===== src/rtl/sram_like_arbiter.sv =====
// Two-to-one sram-like arbiter: data side has fixed priority, an in-order ID FIFO routes responses.
// Optional feature macro ARB_INST_CANCEL_EN: inst_cancel marks pending inst responses as discarded.
module sram_like_arbiter #(
  parameter int DEPTH = 4
) (
  input  logic        clk,
  input  logic        reset,
  input  logic        inst_req,
  input  logic        inst_wr,
  input  logic [1:0]  inst_size,
  input  logic [31:0] inst_addr,
  input  logic [31:0] inst_wdata,
  output logic        inst_addr_ok,
  output logic        inst_data_ok,
  output logic [31:0] inst_rdata,
  input  logic        inst_cancel,
  input  logic        data_req,
  input  logic        data_wr,
  input  logic [1:0]  data_size,
  input  logic [31:0] data_addr,
  input  logic [31:0] data_wdata,
  output logic        data_addr_ok,
  output logic        data_data_ok,
  output logic [31:0] data_rdata,
  output logic        mem_req,
  output logic        mem_wr,
  output logic [1:0]  mem_size,
  output logic [31:0] mem_addr,
  output logic [31:0] mem_wdata,
  input  logic        mem_addr_ok,
  input  logic        mem_data_ok,
  input  logic [31:0] mem_rdata,
  output logic        busy
);

  localparam int PW = $clog2(DEPTH);

  localparam logic [1:0] IDLE   = 2'd0;
  localparam logic [1:0] LOCK_I = 2'd1;
  localparam logic [1:0] LOCK_D = 2'd2;

  logic [1:0]       state;
  logic [1:0]       state_next;
  logic [PW-1:0]    wr_ptr;
  logic [PW-1:0]    rd_ptr;
  logic [PW:0]      count;
  logic [DEPTH-1:0] id_mem;
  logic             use_data;
  logic             sel_req;
  logic             full;
  logic             push;
  logic             pop;
  logic             head_id;
  logic             head_disc;
  logic             cancel;

  // A lock pins the grant to one side so its payload stays stable across addr_ok stalls.
  assign use_data = (state == LOCK_D) || ((state == IDLE) && data_req);
  assign sel_req  = use_data ? data_req : inst_req;
  assign full     = (count == (PW+1)'(DEPTH));

  assign mem_req   = sel_req && !full && !reset;
  assign mem_wr    = use_data ? data_wr    : inst_wr;
  assign mem_size  = use_data ? data_size  : inst_size;
  assign mem_addr  = use_data ? data_addr  : inst_addr;
  assign mem_wdata = use_data ? data_wdata : inst_wdata;

  assign push         = mem_req && mem_addr_ok;
  assign data_addr_ok = push && use_data;
  assign inst_addr_ok = push && !use_data;

  // A data_ok with nothing outstanding is a protocol error and is dropped here.
  assign pop          = mem_data_ok && (count != '0) && !reset;
  assign head_id      = id_mem[rd_ptr];
  assign data_data_ok = pop && head_id;
  assign inst_data_ok = pop && !head_id && !head_disc;
  assign inst_rdata   = mem_rdata;
  assign data_rdata   = mem_rdata;
  assign busy         = (count != '0) && !reset;

`ifdef ARB_INST_CANCEL_EN
  logic [DEPTH-1:0] disc_mem;
  logic [DEPTH-1:0] entry_valid;

  assign cancel    = inst_cancel;
  assign head_disc = disc_mem[rd_ptr];

  always_comb begin
    logic [PW-1:0] offset;
    entry_valid = '0;
    for (int i = 0; i < DEPTH; i++) begin
      offset         = PW'(i) - rd_ptr;
      entry_valid[i] = ({1'b0, offset} < count);
    end
  end

  // The push write comes last so an inst entry accepted alongside a cancel is discarded too.
  always_ff @(posedge clk) begin
    if (reset) begin
      disc_mem <= '0;
    end else begin
      if (cancel) begin
        for (int i = 0; i < DEPTH; i++) begin
          if (entry_valid[i] && !id_mem[i]) disc_mem[i] <= 1'b1;
        end
      end
      if (push) disc_mem[wr_ptr] <= cancel && !use_data;
    end
  end
`else
  logic unused_cancel;

  assign unused_cancel = inst_cancel;
  assign cancel        = 1'b0;
  assign head_disc     = 1'b0;
`endif

  always_comb begin
    state_next = state;
    case (state)
      IDLE:    if (mem_req && !mem_addr_ok) state_next = use_data ? LOCK_D : LOCK_I;
      LOCK_I:  if (push || !inst_req || cancel) state_next = IDLE;
      LOCK_D:  if (push || !data_req) state_next = IDLE;
      default: state_next = IDLE;
    endcase
  end

  always_ff @(posedge clk) begin
    if (reset) begin
      state  <= IDLE;
      wr_ptr <= '0;
      rd_ptr <= '0;
      count  <= '0;
      id_mem <= '0;
    end else begin
      state <= state_next;
      if (push) begin
        id_mem[wr_ptr] <= use_data;
        wr_ptr         <= wr_ptr + 1'b1;
      end
      if (pop) rd_ptr <= rd_ptr + 1'b1;
      if (push && !pop)      count <= count + 1'b1;
      else if (pop && !push) count <= count - 1'b1;
    end
  end

endmodule

===== config.mk =====
export PLATFORM = sky130hd
export DESIGN_NAME = sram_like_arbiter
export DESIGN_NICKNAME = d
export VERILOG_FILES = /design/src/rtl/sram_like_arbiter.sv
export SDC_FILE = /design/constraint.sdc
export NUM_CORES = 1
export LEC_CHECK = 0
export ABC_AREA = 1
export BUFFER_PORTS_ARGS = -buffer_cell sky130_fd_sc_hd__clkbuf_2
export CAP_MARGIN = 20
export CORE_AREA = 3 3 119 121
export CTS_CLUSTER_SIZE = 10
export DETAILED_ROUTE_END_ITERATION = 8
export DIE_AREA = 0 0 122 124
export GPL_TIMING_DRIVEN = 0
export PLACE_DENSITY_LB_ADDON = 0.2
export SLEW_MARGIN = 20
export SYNTH_ARGS = -nofsm -noshare
export SYNTH_HDL_FRONTEND = slang
export SYNTH_SLANG_ARGS = --single-unit

===== constraint.sdc =====
create_clock -name clk -period 3.4 [get_ports clk]
set_input_delay 0.17 -clock clk [delete_from_list [all_inputs] [get_ports clk]]
set_output_delay 0.17 -clock clk [all_outputs]
set_load 0.02 [all_outputs]

# Word-level counts from Yosys, hierarchy flattened
# Cells that the tools add are included.
# classes
add_sub_neg	4
n_lt_le_gt_ge	3
eq_ne	6
mux	17
n_reduce_logical	31
# op_table
cell	count
32-bit two-way mux	2
1-bit logical AND	15
2-bit two-way mux	5
1-bit zero test	9
2-bit by 3-bit less-than comparator with 1-bit output, second input constant	2
3-bit two-way mux	2
2-bit case mux with 3 select lines	1
2-bit by 1-bit adder with 2-bit output, second input constant	2
4-bit bitwise mux	1
1-bit two-way mux	4
2-bit by 1-bit inequality test with 1-bit output, second input constant	2
3-bit by 1-bit adder with 3-bit output, second input constant	1
3-bit equality test, second input constant	1
1-bit logical OR	3
3-bit AND reduction	1
3-bit nonzero test	1
3-bit by 1-bit subtractor with 3-bit output, second input constant	1
1-bit binary-select mux with 2-bit select	1
1-bit demux with 2-bit select	1
2-bit by 1-bit equality test with 1-bit output, second input constant	1
2-bit equality test, second input constant	1
2-bit by 1-bit greater-or-equal comparator with 1-bit output, second input constant	1
2-bit zero test	1
2-bit inequality test, second input constant	1
2-bit nonzero test	1
# word_totals
register_bits	13
in_bits	173
out_inout_bits	137
wordCells	66

# Depth between registers and ports, before layout
# Gate-level depths: netlist of the first run.
# depth
ltp_word	11
ltp_mapped	13
ltp_nobuf	13

# Worst setup path before layout of the first run
# No wires, ideal clock.
# synth_path
path_type	reg2reg
start	register count[0]
end	register count[1]
setup_time_ns	0.120
t_arrival_ns	1.926
required_ns	3.280
setup_slack_ns	1.353
path_stages_with_launch	9
path_buffers	0
synth_period_minus_slack_ns	2.047
cell_sequence	dfxtp_1 nor2_1 a21oi_1 nand2_1 ha_1 inv_1 fa_1 o21ai_0 a21oi_1
# synth_between
elab_chain_len	8
word_cells_on_any_way	17
cone_classes	add/sub: 2; eq/ne: 1; mux: 2; reduce/logical: 12
# synth_lines
item	line	text
start: declaration	46	logic [PW:0] count;
start signal: assignment	142	if (push && !pop) count <= count + 1'b1;
start signal: assignment	143	else if (pop && !push) count <= count - 1'b1;
3-bit equality test	60	assign full = (count == (PW+1)'(DEPTH));
1-bit zero test	62	assign mem_req = sel_req && !full && !reset;
1-bit logical AND (2 in a row)	62	
1-bit logical AND	68	assign push = mem_req && mem_addr_ok;
1-bit zero test	143	
1-bit logical AND	143	
2-bit nonzero test (no line)	--	
# Several ways; a longest one is shown, not always the timed one. The select of a mux whose other input is x is not followed.
# A chain may end at the register's enable or synchronous reset.

# Worst setup path in the final report of the first run
# layout_path
start	register count[0]
end	register count[2]
# layout_between
elab_chain_len	8
word_cells_on_any_way	17
cone_classes	add/sub: 2; eq/ne: 1; mux: 2; reduce/logical: 12
# layout_lines
item	line	text
3-bit equality test (*)	60	
1-bit zero test (*)	62	
1-bit logical AND (*) (2 in a row)	62	
1-bit logical AND (*)	68	
net push	51	logic push;
1-bit zero test	143	
1-bit logical AND	143	
2-bit nonzero test (no line)	--	
# Mark *: on every way through the listed nets, which the timed path passes. The rest lies on a longest branch. The select of a mux whose other input is x is not followed.

==> qor.yml, run 1 <==
synth:
  yosysTopAreaCell: "nand2_1"
  synth_common_cells: "225 x nand2_1, 64 x buf_4, 15 x a21oi_1, 13 x dfxtp_1, 13 x inv_1"
  synth_top_area_share_pct: 40.96
  synth_edf_count: 0
  ys_ff_latch: 13
  synthCells: 385
  syn_area_um2: 2062
  async_flop_share_pct: 0
  ys.warnings.count: 0
  synth.most_common_cell: "nand2_1"
  ys.flop_type: "dfxtp_1"
  syn_area_per_cell_um2: 5.356
  ys_seq_area_share_pct: 12.62
  yosys-top-cells-area: "nand2_1 41%, buf_4 23%, dfxtp_1 13%"
  synth_cell_types: 20
  synthesis.nets: 564
setup_path:
  crit_fanout: 10
  crit_buf_inv: 2
  cp.arrival_ps: 2330
  critPathTopFamily: "adder cells"
  cp-start-kind: "flip-flop"
  cp_slowest_stage_delay_ps: 390
  crit_slowest_cell: "dfxtp_1"
  path_cells: "nor2_1, nand2_1, nand2_1, nor2_4, nand3_4, inv_2, ha_1, inv_1, fa_1, a21oi_1, o21ai_0, o21ai_0, a21oi_1"
  end_kind: "flip-flop"
  path_class: "flip-flop to flip-flop"
  required_ps: 3530
floorplan:
  core_area_um2: 13190
  die_x_um: 122
  design.die.area_um2: 15130
  pin_count: 310
  die_y_um: 124
  start_util_pct: 15.63
  rows: 42
pwr:
  intPower_mw: 0.6103
  p_sw_share_pct: 46.78
  power.switching_mw: 0.5364
  p_seq_share_pct: 16.1
  power_leakage_nw: 2.439
  cellPowerDensity_nw_per_um2: 306.8
  clock_power_share_pct: 19.5
  power_frac_comb_pct: 64.4
  power_mw: 1.147
  irDropWorstVdd_v: 0.0001413
cts:
  cts.clk_slew.worst_paths_ps: 50
  clk_root_buffer_cell: "clkbuf_16"
  postCtsHoldBufs: 0
  htree_levels: 1
  clockBufferDepth: 2
  postCtsSetupBuffers: 0
  post_cts_resized: 0
  clkLatencyLatePin_ps: 240
  cts_tree: "done"
  clkSinkCount: 13
  cts-buffers-inserted: 3
drt:
  ant_nets: 0
  route.detailed.wl_per_inst_um: 11.68
  drt-total-wl_um: 9810
  drtIter0Drc: 118
  first_pass_iters: 4
  vias: 3142
  viasPerCell: 3.740
  route.detailed.drc: 0
final_layout:
  fin_cells: 840
  antennaDiodeCount: 0
  drive_above_1_share_pct: 54.07
  nNetsFinal: 844
  syn2layout_area_growth_pct: 81.25
timing:
  rsz0062_at_grt: "no"
  setup_viol: 0
  fin_crit_ps: 2207
  tns_ps: 0
  worst_slack_ps: 1193
  max_clock_freq_mhz: 453.1
  slew_violations: 0
  fin_hold_ws_ps: 145.2
  slew-limit-headroom_pct: 51.90
  fin_skew_ps: 1.042
  fin_crit_sh_pct: 64.92
  tightest_slew_ps: 721.5
  hold_viol: 0
global_routing:
  grt_first_pass_wirelength_um: 13500
  grt-ovfl-total: 0
  grt_max_degree: 11
  grt_pass1_vias: 2851
  antenna_found_initial: 0
  grt_use_total_pct: 10.95
placement:
  placed_cells: 836
  dp_hpwl_um: 8687
  dp_slack_ps: 1207
  portBuffers: 275
  globalplace.congestion: 0.7882
run_status:
  outcome: "completed"
job:
  maxCapViolCount: 0
hold_path:
  hp-class: "input port to flip-flop"
sequential cells by signal, indices dropped and copies added, names as in the netlist:
signal  flops
rd_ptr      2
id_mem      4
wr_ptr      2
state       2
count       3
cells by family after synthesis:
group | after synthesis | share of synthesized area (%)
AND/OR/NAND/NOR | 245 | 46.48
buffers and inverters | 96 | 29.91
AO/OA/AOI/OAI | 24 | 6.553
flip-flops | 13 | 12.62
adder cells (fa/ha/maj) | 6 | 4.005
XOR/XNOR | 1 | 0.4248
area by class of cell:
cell class / instances / area (um2)
Timing Repair Buffer: 275 / 1376
Tap cell: 176 / 220.2
Clock buffer: 4 / 78.83
Fill cell: 1498 / 9453
Multi-Input combinational cell: 276 / 1185
Buffer: 79 / 553.0
Inverter: 17 / 63.81
Sequential cell: 13 / 260.3
cell usage in the layout, fill, tap and decap left out:
cell type	netlist	final
a21oi_1	15	15
a32oi_1	1	1
buf_2	7	7
buf_4	64	64
buf_6	1	1
clkbuf_1	7	8
clkbuf_16	0	3
clkbuf_2	0	275
dfxtp_1	13	13
fa_1	1	1
ha_1	5	5
inv_1	13	13
inv_2	4	4
nand2_1	225	225
nand2_2	1	1
nand3_1	6	6
nand3_4	1	1
nor2_1	10	10
nor2_4	2	2
o21ai_0	7	7
o21ai_4	1	1
xor2_1	1	1
path summary, 6_finish.rpt:
path / slack, ps / cells after the start / endpoint / start
worst max-delay path: 1190 / 13 / count[2]$_SDFFE_PP0P_ / count[0]$_SDFFE_PP0P_
worst min-delay path: 150 / 2 / id_mem[2]$_SDFFE_PP0P_ / reset
worst max register to register: 1190 / 13 / count[2]$_SDFFE_PP0P_ / count[0]$_SDFFE_PP0P_
worst min register to register: 460 / 2 / id_mem[0]$_SDFFE_PP0P_ / id_mem[0]$_SDFFE_PP0P_
power groups by stage:
stage                     Clock (mW)  Sequential, mW  Combinational, mW
final                          0.223           0.185              0.739
after global routing           0.239           0.187              0.812
after global placement             0           0.187              0.743
after detailed placement           0           0.187              0.746
after floorplan                    0           0.185              0.464
after CTS                      0.229           0.185              0.749
metrics by stage:
step,cell area (um2),utilization (%)
after floorplan,2062,-
after global placement,3659,27.74
after detailed placement,3659,27.74
after CTS,3737,28.33
after global routing,3737,28.33
final,3737,28.33
metal layers:
metal  track usage (%)  share of wire (%)  vias up
met4             1.541               0.10        0
met5                 0                  0        -
met1             13.54                 38     1305
met3             1.726                 10        2
met2             20.44                 52      176
li1                  -                  -     1659
Note: power is estimated with default switching activity, not from simulation.
==> run 2, diff against run 1 <==
==> constraint.sdc (replaced) <==
create_clock -name clk -period 1.9 [get_ports clk]
set_input_delay 0.095 -clock clk [delete_from_list [all_inputs] [get_ports clk]]
set_output_delay 0.095 -clock clk [all_outputs]
set_load 0.02 [all_outputs]
==> run 2 against run 1 <==
Compared with the run above: flip-flop and latch count unchanged; core utilization rose by 0.75 points; clock-buffer cell count unchanged; global-route usage is 1.9 points higher; critical path type unchanged; largest power group unchanged.
==> qor.yml, run 2 (synthesis results as in run 1) <==
pwr:
  power_mw: 2.137  # +86%
  irDropWorstVdd_v: 0.0005458  # +290%
  power_leakage_nw: 2.486  # +1.9%
  cellPowerDensity_nw_per_um2: 557.0  # +82%
drt:
  route.detailed.drc: 0  # unchanged
  drtIter0Drc: 169  # +43%
  vias: 3184  # +1.3%
  route.detailed.wl_per_inst_um: 13.47  # +15%
  ant_nets: 0  # unchanged
  viasPerCell: 3.768  # +0.74%
  first_pass_iters: 6  # +2
  drt-total-wl_um: 11380  # +16%
final_layout:
  multi_input_area_um2: 1201  # +1.4%
  largest_reg_flops: 4  # unchanged
  drive_above_1_share_pct: 56.65  # +2.6 points
  syn2layout_area_growth_pct: 86.04
  fillers: 1531  # +2.2%
  antennaDiodeCount: 0  # unchanged
  finalInstanceArea_um2: 3836  # +2.6%
  top_regs: "id_mem (4), count (3)"
  fin_cells: 845  # +0.60%
  layout_commonest_cell: "clkbuf_2"
  post-route-util_pct: 29.08  # +0.75 points
  nNetsFinal: 849  # +0.59%
  regArea_um2: 267.8  # +2.9%
  largest_register: "id_mem"
  final_cell_mix: "278 x clkbuf_2, 223 x nand2_1, 70 x buf_4"
setup_path:
  worstSetupPathDepth: 13  # unchanged
  cp_slowest_stage_delay_ps: 340  # -50 ps
  crit_slowest_cell: "dfxtp_2"
  end_kind: "flip-flop"
  path_class: "flip-flop to flip-flop"
  worstSetupStartpoint: "state[0]$_SDFFE_PP0P_"
  cp-start-kind: "flip-flop"
  r2r-end: "count[2]$_SDFFE_PP0P_"
  crit_buf_inv: 3  # +1
  critPathTopFamily: "adder cells"
  cp.arrival_ps: 1990  # -340 ps
  crit_fanout: 3  # -7
  required_ps: 2030  # -1500 ps
  path_cells: "inv_2, nand2_1, nor2_2, nor2_4, nand3_4, inv_4, ha_1, inv_2, fa_2, a21oi_1, o21ai_1, o21ai_1, a21oi_1"
  r2r-start: "state[0]$_SDFFE_PP0P_"
  crit_path_end: "count[2]$_SDFFE_PP0P_"
  rrSetupSlack_ps: 40  # -1160 ps
  r2r_cells: 13  # unchanged
placement:
  place_area_um2: 3670  # +0.31%
  dp_slack_ps: -337.3  # -1545 ps
  globalplace.congestion: 0.8094  # +2.7%
  dp_hpwl_um: 10230  # +18%
  portBuffers: 275  # unchanged
  placed_cells: 836  # unchanged
timing:
  slew-limit-headroom_pct: 70.77  # +19 points
  max_clock_freq_mhz: 536.6  # +18%
  hold_viol: 0  # unchanged
  fin_crit_sh_pct: 98.08  # +33 points
  setup_viol: 0  # unchanged
  rsz0062_at_grt: "yes"
  tns_ps: 0  # unchanged
  fin_skew_ps: 3.307  # +2.265 ps
  worst_slack_ps: 36.43  # -1156 ps
  tightest_slew_ps: 438.5  # -283.0 ps
  fin_crit_ps: 1864  # -343.5 ps
  fin_hold_ws_ps: 65.66  # -79.58 ps
  slew_violations: 0  # unchanged
cts:
  cts_tree: "done"
  htree_levels: 1  # unchanged
  cts.clk_slew.worst_paths_ps: 40  # about the same
  cts-buffers-inserted: 3  # unchanged
  clkSinkCount: 13  # unchanged
  clockBufferDepth: 2  # unchanged
  clk_root_buffer_cell: "clkbuf_16"
  clkLatencyLatePin_ps: 240  # about the same
global_routing:
  grt_max_degree: 11  # unchanged
  grt_first_pass_wirelength_um: 15250  # +13%
  grt-ovfl-total: 0  # unchanged
  antenna_found_initial: 0  # unchanged
  grt_pass1_vias: 2845  # -0.21%
  grt_use_total_pct: 12.86  # +1.9 points
floorplan:
  pin_count: 310  # unchanged
  design.die.area_um2: 15130  # unchanged
  start_util_pct: 15.63  # unchanged
  core_area_um2: 13190  # unchanged
  rows: 42  # unchanged
  die_y_um: 124  # unchanged
  die_x_um: 122  # unchanged
hold_path:
  hp-class: "input port to flip-flop"
job:
  maxCapViolCount: 0  # unchanged
run_status:
  outcome: "completed"
==> run 2: changes by cell type in the layout (fill, tap and decap cells not counted), sizes merged <==
cell,before,now
buf,72,73
clkbuf,286,290
==> run 2: worst min path at each step <==
stage / from / endpoint / slack, ps / cells after the start
final: reset / state[0]$_SDFFE_PP0P_ / 70 / 2
after global routing: reset / state[0]$_SDFFE_PP0P_ / 60 / 2
after CTS: reset / state[0]$_SDFFE_PP0P_ / 60 / 2
after detailed placement: reset / count[0]$_SDFFE_PP0P_ / 320 / 2
after global placement: reset / id_mem[2]$_SDFFE_PP0P_ / 310 / 2
after floorplan: data_req / state[0]$_SDFFE_PP0P_ / 280 / 3
==> run 2: worst register-to-register path: stages, from the launching register on <==
cell and delay (ps):
dfxtp_2 340, inv_2 60, nand2_1 90, nor2_2 50, nor2_4 130, nand3_4 100
inv_4 60, ha_1 150, inv_2 50, fa_2 340, a21oi_1 130, o21ai_1 90
o21ai_1 120, a21oi_1 50
==> run 2: metal layers <==
layer  routed length, um  vias to the layer above  track usage, %  share of wire, %
li1                    -                     1665               -                 -
met1                4373                     1356           15.69                38
met2                5759                      158           23.27                51
met3                1206                        5           3.678                11
met4                  38                        0           1.261              0.33
met5                   0                        -               0                 0
==> run 2: cell type report <==
type / count / area share (%)
clock buffer: 4 / 2.055
timing repair buffer: 280 / 37.25
sequential: 13 / 6.980
inverter: 17 / 1.729
buffer: 79 / 14.94
tap: 176 / 5.740
multi-input combinational: 276 / 31.31
==> run 2: repair_timing <==
action / CTS / global route
pin swaps: 3 / 0
gates resized for setup: 5 / 20
buffers inserted: 5 / 0
setup endpoints to repair: 33 / 34
hold buffers: 0 / 0
==> run 2: power breakdown <==
| part | internal [mW] | switching [mW] |
|---|---|---|
| Sequential | 0.308 | 0.0242 |
| Clock | 0.282 | 0.110 |
| Combinational | 0.550 | 0.863 |
==> run 3, diff against run 2 <==
--- a/config.mk
+++ b/config.mk
@@ -6,7 +6,7 @@
 export NUM_CORES = 1
 export LEC_CHECK = 0
 export ABC_AREA = 1
-export BUFFER_PORTS_ARGS = -buffer_cell sky130_fd_sc_hd__clkbuf_2
+export BUFFER_PORTS_ARGS = -buffer_cell sky130_fd_sc_hd__buf_4
 export CAP_MARGIN = 20
 export CORE_AREA = 3 3 119 121
 export CTS_CLUSTER_SIZE = 10
==> run 3 against run 2 <==
Compared with the run above: core utilization is 5.5 points higher; largest cell class unchanged; critical path depth stayed put; power is 13% higher.
==> qor.yml, run 3 (synthesis results as in run 1) <==
timing:
  fin_crit_sh_pct: 99.78  # +1.7 points
  fin_crit_ps: 1896  # +32.22 ps
  fin_hold_ws_ps: 59.53  # -6.137 ps
  setup_viol: 0  # unchanged
  tightest_slew_ps: 440.2  # +1.743 ps
  rsz0062_at_grt: "yes"
  slew_violations: 0  # unchanged
  hold_viol: 0  # unchanged
  fin_skew_ps: 0.4991  # -2.808 ps
  max_clock_freq_mhz: 527.5  # -1.7%
  tns_ps: 0  # unchanged
  slew-limit-headroom_pct: 70.65  # -0.12 points
setup_path:
  r2r-start: "count[1]$_SDFFE_PP0P_"
  cp-start-kind: "flip-flop"
  cp.arrival_ps: 2020  # +30 ps
  crit_fanout: 3  # unchanged
  path_class: "flip-flop to flip-flop"
  rrSetupSlack_ps: 4  # -30 ps
  critPathTopFamily: "adder cells"
  required_ps: 2030  # about the same
  end_kind: "flip-flop"
  cp_slowest_stage_delay_ps: 370  # +30 ps
  path_cells: "nor2_4, nand2_2, nand2_2, nor2_4, nand3_4, inv_4, ha_4, inv_4, fa_2, a21oi_2, o21ai_1, o21ai_1, a21oi_1"
  r2r-end: "count[2]$_SDFFE_PP0P_"
  r2r_cells: 13  # unchanged
  crit_buf_inv: 2  # -1
  crit_slowest_cell: "fa_2"
final_layout:
  final_cell_mix: "351 x buf_4, 221 x nand2_1, 13 x a21oi_1"
  drive_above_1_share_pct: 57.80  # +1.1 points
  finalInstanceArea_um2: 4568  # +19%
  antennaDiodeCount: 0  # unchanged
  fin_cells: 849  # +0.47%
  layout_commonest_cell: "buf_4"
  largest_register: "id_mem"
  syn2layout_area_growth_pct: 121.5
  nNetsFinal: 853  # +0.47%
  top_regs: "id_mem (4), count (3)"
  largest_reg_flops: 4  # unchanged
drt:
  drtIter0Drc: 116  # -31%
  first_pass_iters: 4  # -2
  route.detailed.wl_per_inst_um: 14.27  # +6.0%
  drt-total-wl_um: 12120  # +6.5%
  ant_nets: 0  # unchanged
  vias: 3221  # +1.2%
  viasPerCell: 3.794  # +0.69%
  route.detailed.drc: 0  # unchanged
hold_path:
  hp-class: "input port to flip-flop"
  hold-path-cell-count: 2  # unchanged
  min_to: "state[1]$_SDFFE_PP0P_"
  worstHoldStart: "reset"
pwr:
  irDropWorstVdd_v: 0.0004469  # -18%
  p_sw_share_pct: 42.66  # -4.0 points
  power_frac_comb_pct: 69.8  # +3.7 points
  cellPowerDensity_nw_per_um2: 529.8  # -4.9%
  power_leakage_nw: 2.691  # +8.2%
  p_seq_share_pct: 13.9  # -1.7 points
  power.switching_mw: 1.032  # +3.6%
  power_mw: 2.420  # +13%
  clock_power_share_pct: 16.3  # -2.1 points
  intPower_mw: 1.388  # +22%
cts:
  clockBufferDepth: 2  # unchanged
  clk_root_buffer_cell: "clkbuf_16"
  postCtsHoldBufs: 0  # unchanged
  htree_levels: 1  # unchanged
  cts-buffers-inserted: 3  # unchanged
  clkLatencyLatePin_ps: 240  # about the same
  clkSinkCount: 13  # unchanged
  cts.clk_slew.worst_paths_ps: 40  # about the same
  cts_tree: "done"
floorplan:
  die_y_um: 124  # unchanged
  start_util_pct: 15.63  # unchanged
  die_x_um: 122  # unchanged
  pin_count: 310  # unchanged
  rows: 42  # unchanged
  core_area_um2: 13190  # unchanged
  design.die.area_um2: 15130  # unchanged
global_routing:
  grt_first_pass_wirelength_um: 15990  # +4.8%
  grt_use_total_pct: 13.49  # +0.63 points
  grt_pass1_vias: 2902  # +2.0%
  antenna_found_initial: 0  # unchanged
  grt-ovfl-total: 0  # unchanged
  grt_max_degree: 11  # unchanged
placement:
  globalplace.congestion: 0.7974  # -1.5%
  placed_cells: 836  # unchanged
  portBuffers: 275  # unchanged
  dp_hpwl_um: 10630  # +3.9%
  place_area_um2: 4358  # +19%
job:
  maxCapViolCount: 0  # unchanged
run_status:
  outcome: "completed"
## run 3: changes by cell type in the layout (fill, tap and decap cells not counted), moves of 2 or more
cell,before,now
clkbuf_2,278,5
clkbuf_1,4,2
buf_4,70,351
nand2_2,3,5
nand2_1,223,221
clkbuf_4,5,3
## run 3: area by class of cell
cell class              instances  area, um2
fillers                      1503       8622
well taps                     176      220.2
flip-flops and latches         13      265.3
clock buffers                   4      78.83
multi-input cells             276       1227
repair buffers                285       2140
inverters                      17      68.82
plain buffers                  78      568.0
## run 3: how the worst max path moves through the flow
stage / start / endpoint / slack [ps] / depth (start not counted)
6_report: count[1]$_SDFFE_PP0P_ / count[2]$_SDFFE_PP0P_ / 4 / 13
5_1_grt: count[0]$_SDFFE_PP0P_ / count[2]$_SDFFE_PP0P_ / -90 / 13
4_1_cts: state[0]$_SDFFE_PP0P_ / count[1]$_SDFFE_PP0P_ / 10 / 11
3_5_place_dp: state[1]$_SDFFE_PP0P_ / count[1]$_SDFFE_PP0P_ / -310 / 9
3_3_place_gp: state[1]$_SDFFE_PP0P_ / count[1]$_SDFFE_PP0P_ / -270 / 9
2_1_floorplan: state[1]$_SDFFE_PP0P_ / count[1]$_SDFFE_PP0P_ / -30 / 9
## run 3: metrics by stage
stage	setup WS (ps)	util, %
finish	4.214	34.63
global placement	-272.6	33.04
CTS	13.81	34.18
global route	-94.48	34.63
detailed placement	-307.0	33.04
floorplan	-25.40	-
## run 3: repair_timing
item | CTS | global route
setup buffers | 8 | 2
gates cloned | 0 | 0
endpoints found under the setup margin | 17 | 33
pin swaps | 3 | 7
gates resized for setup | 6 | 22
## run 3: worst reg2reg max path: cells and delay by family, from the launching register on
family / cells / cell delay (ps)
adder cells (fa/ha/maj): 2 / 500
AND/OR/NAND/NOR: 5 / 400
AO/OA/AOI/OAI: 4 / 400
flip-flops: 1 / 350
buffers and inverters: 2 / 120
## run 3: layer usage
| metal | up-vias | share of wire (%) | global-route usage, % |
|---|---|---|---|
| met5 | - | 0 | 0 |
| met4 | 0 | 0.32 | 1.261 |
| met3 | 4 | 12 | 4.950 |
| met2 | 165 | 51 | 23.93 |
| met1 | 1380 | 37 | 16.20 |
| li1 | 1672 | - | - |
## run 3: power by group through the flow
stage | clock, mW | sequential (mW) | combinational, mW
floorplan | 0 | 0.334 | 0.841
finish | 0.395 | 0.336 | 1.69
global placement | 0 | 0.337 | 1.60
global route | 0.422 | 0.339 | 1.83
CTS | 0.409 | 0.327 | 1.67
detailed placement | 0 | 0.339 | 1.62
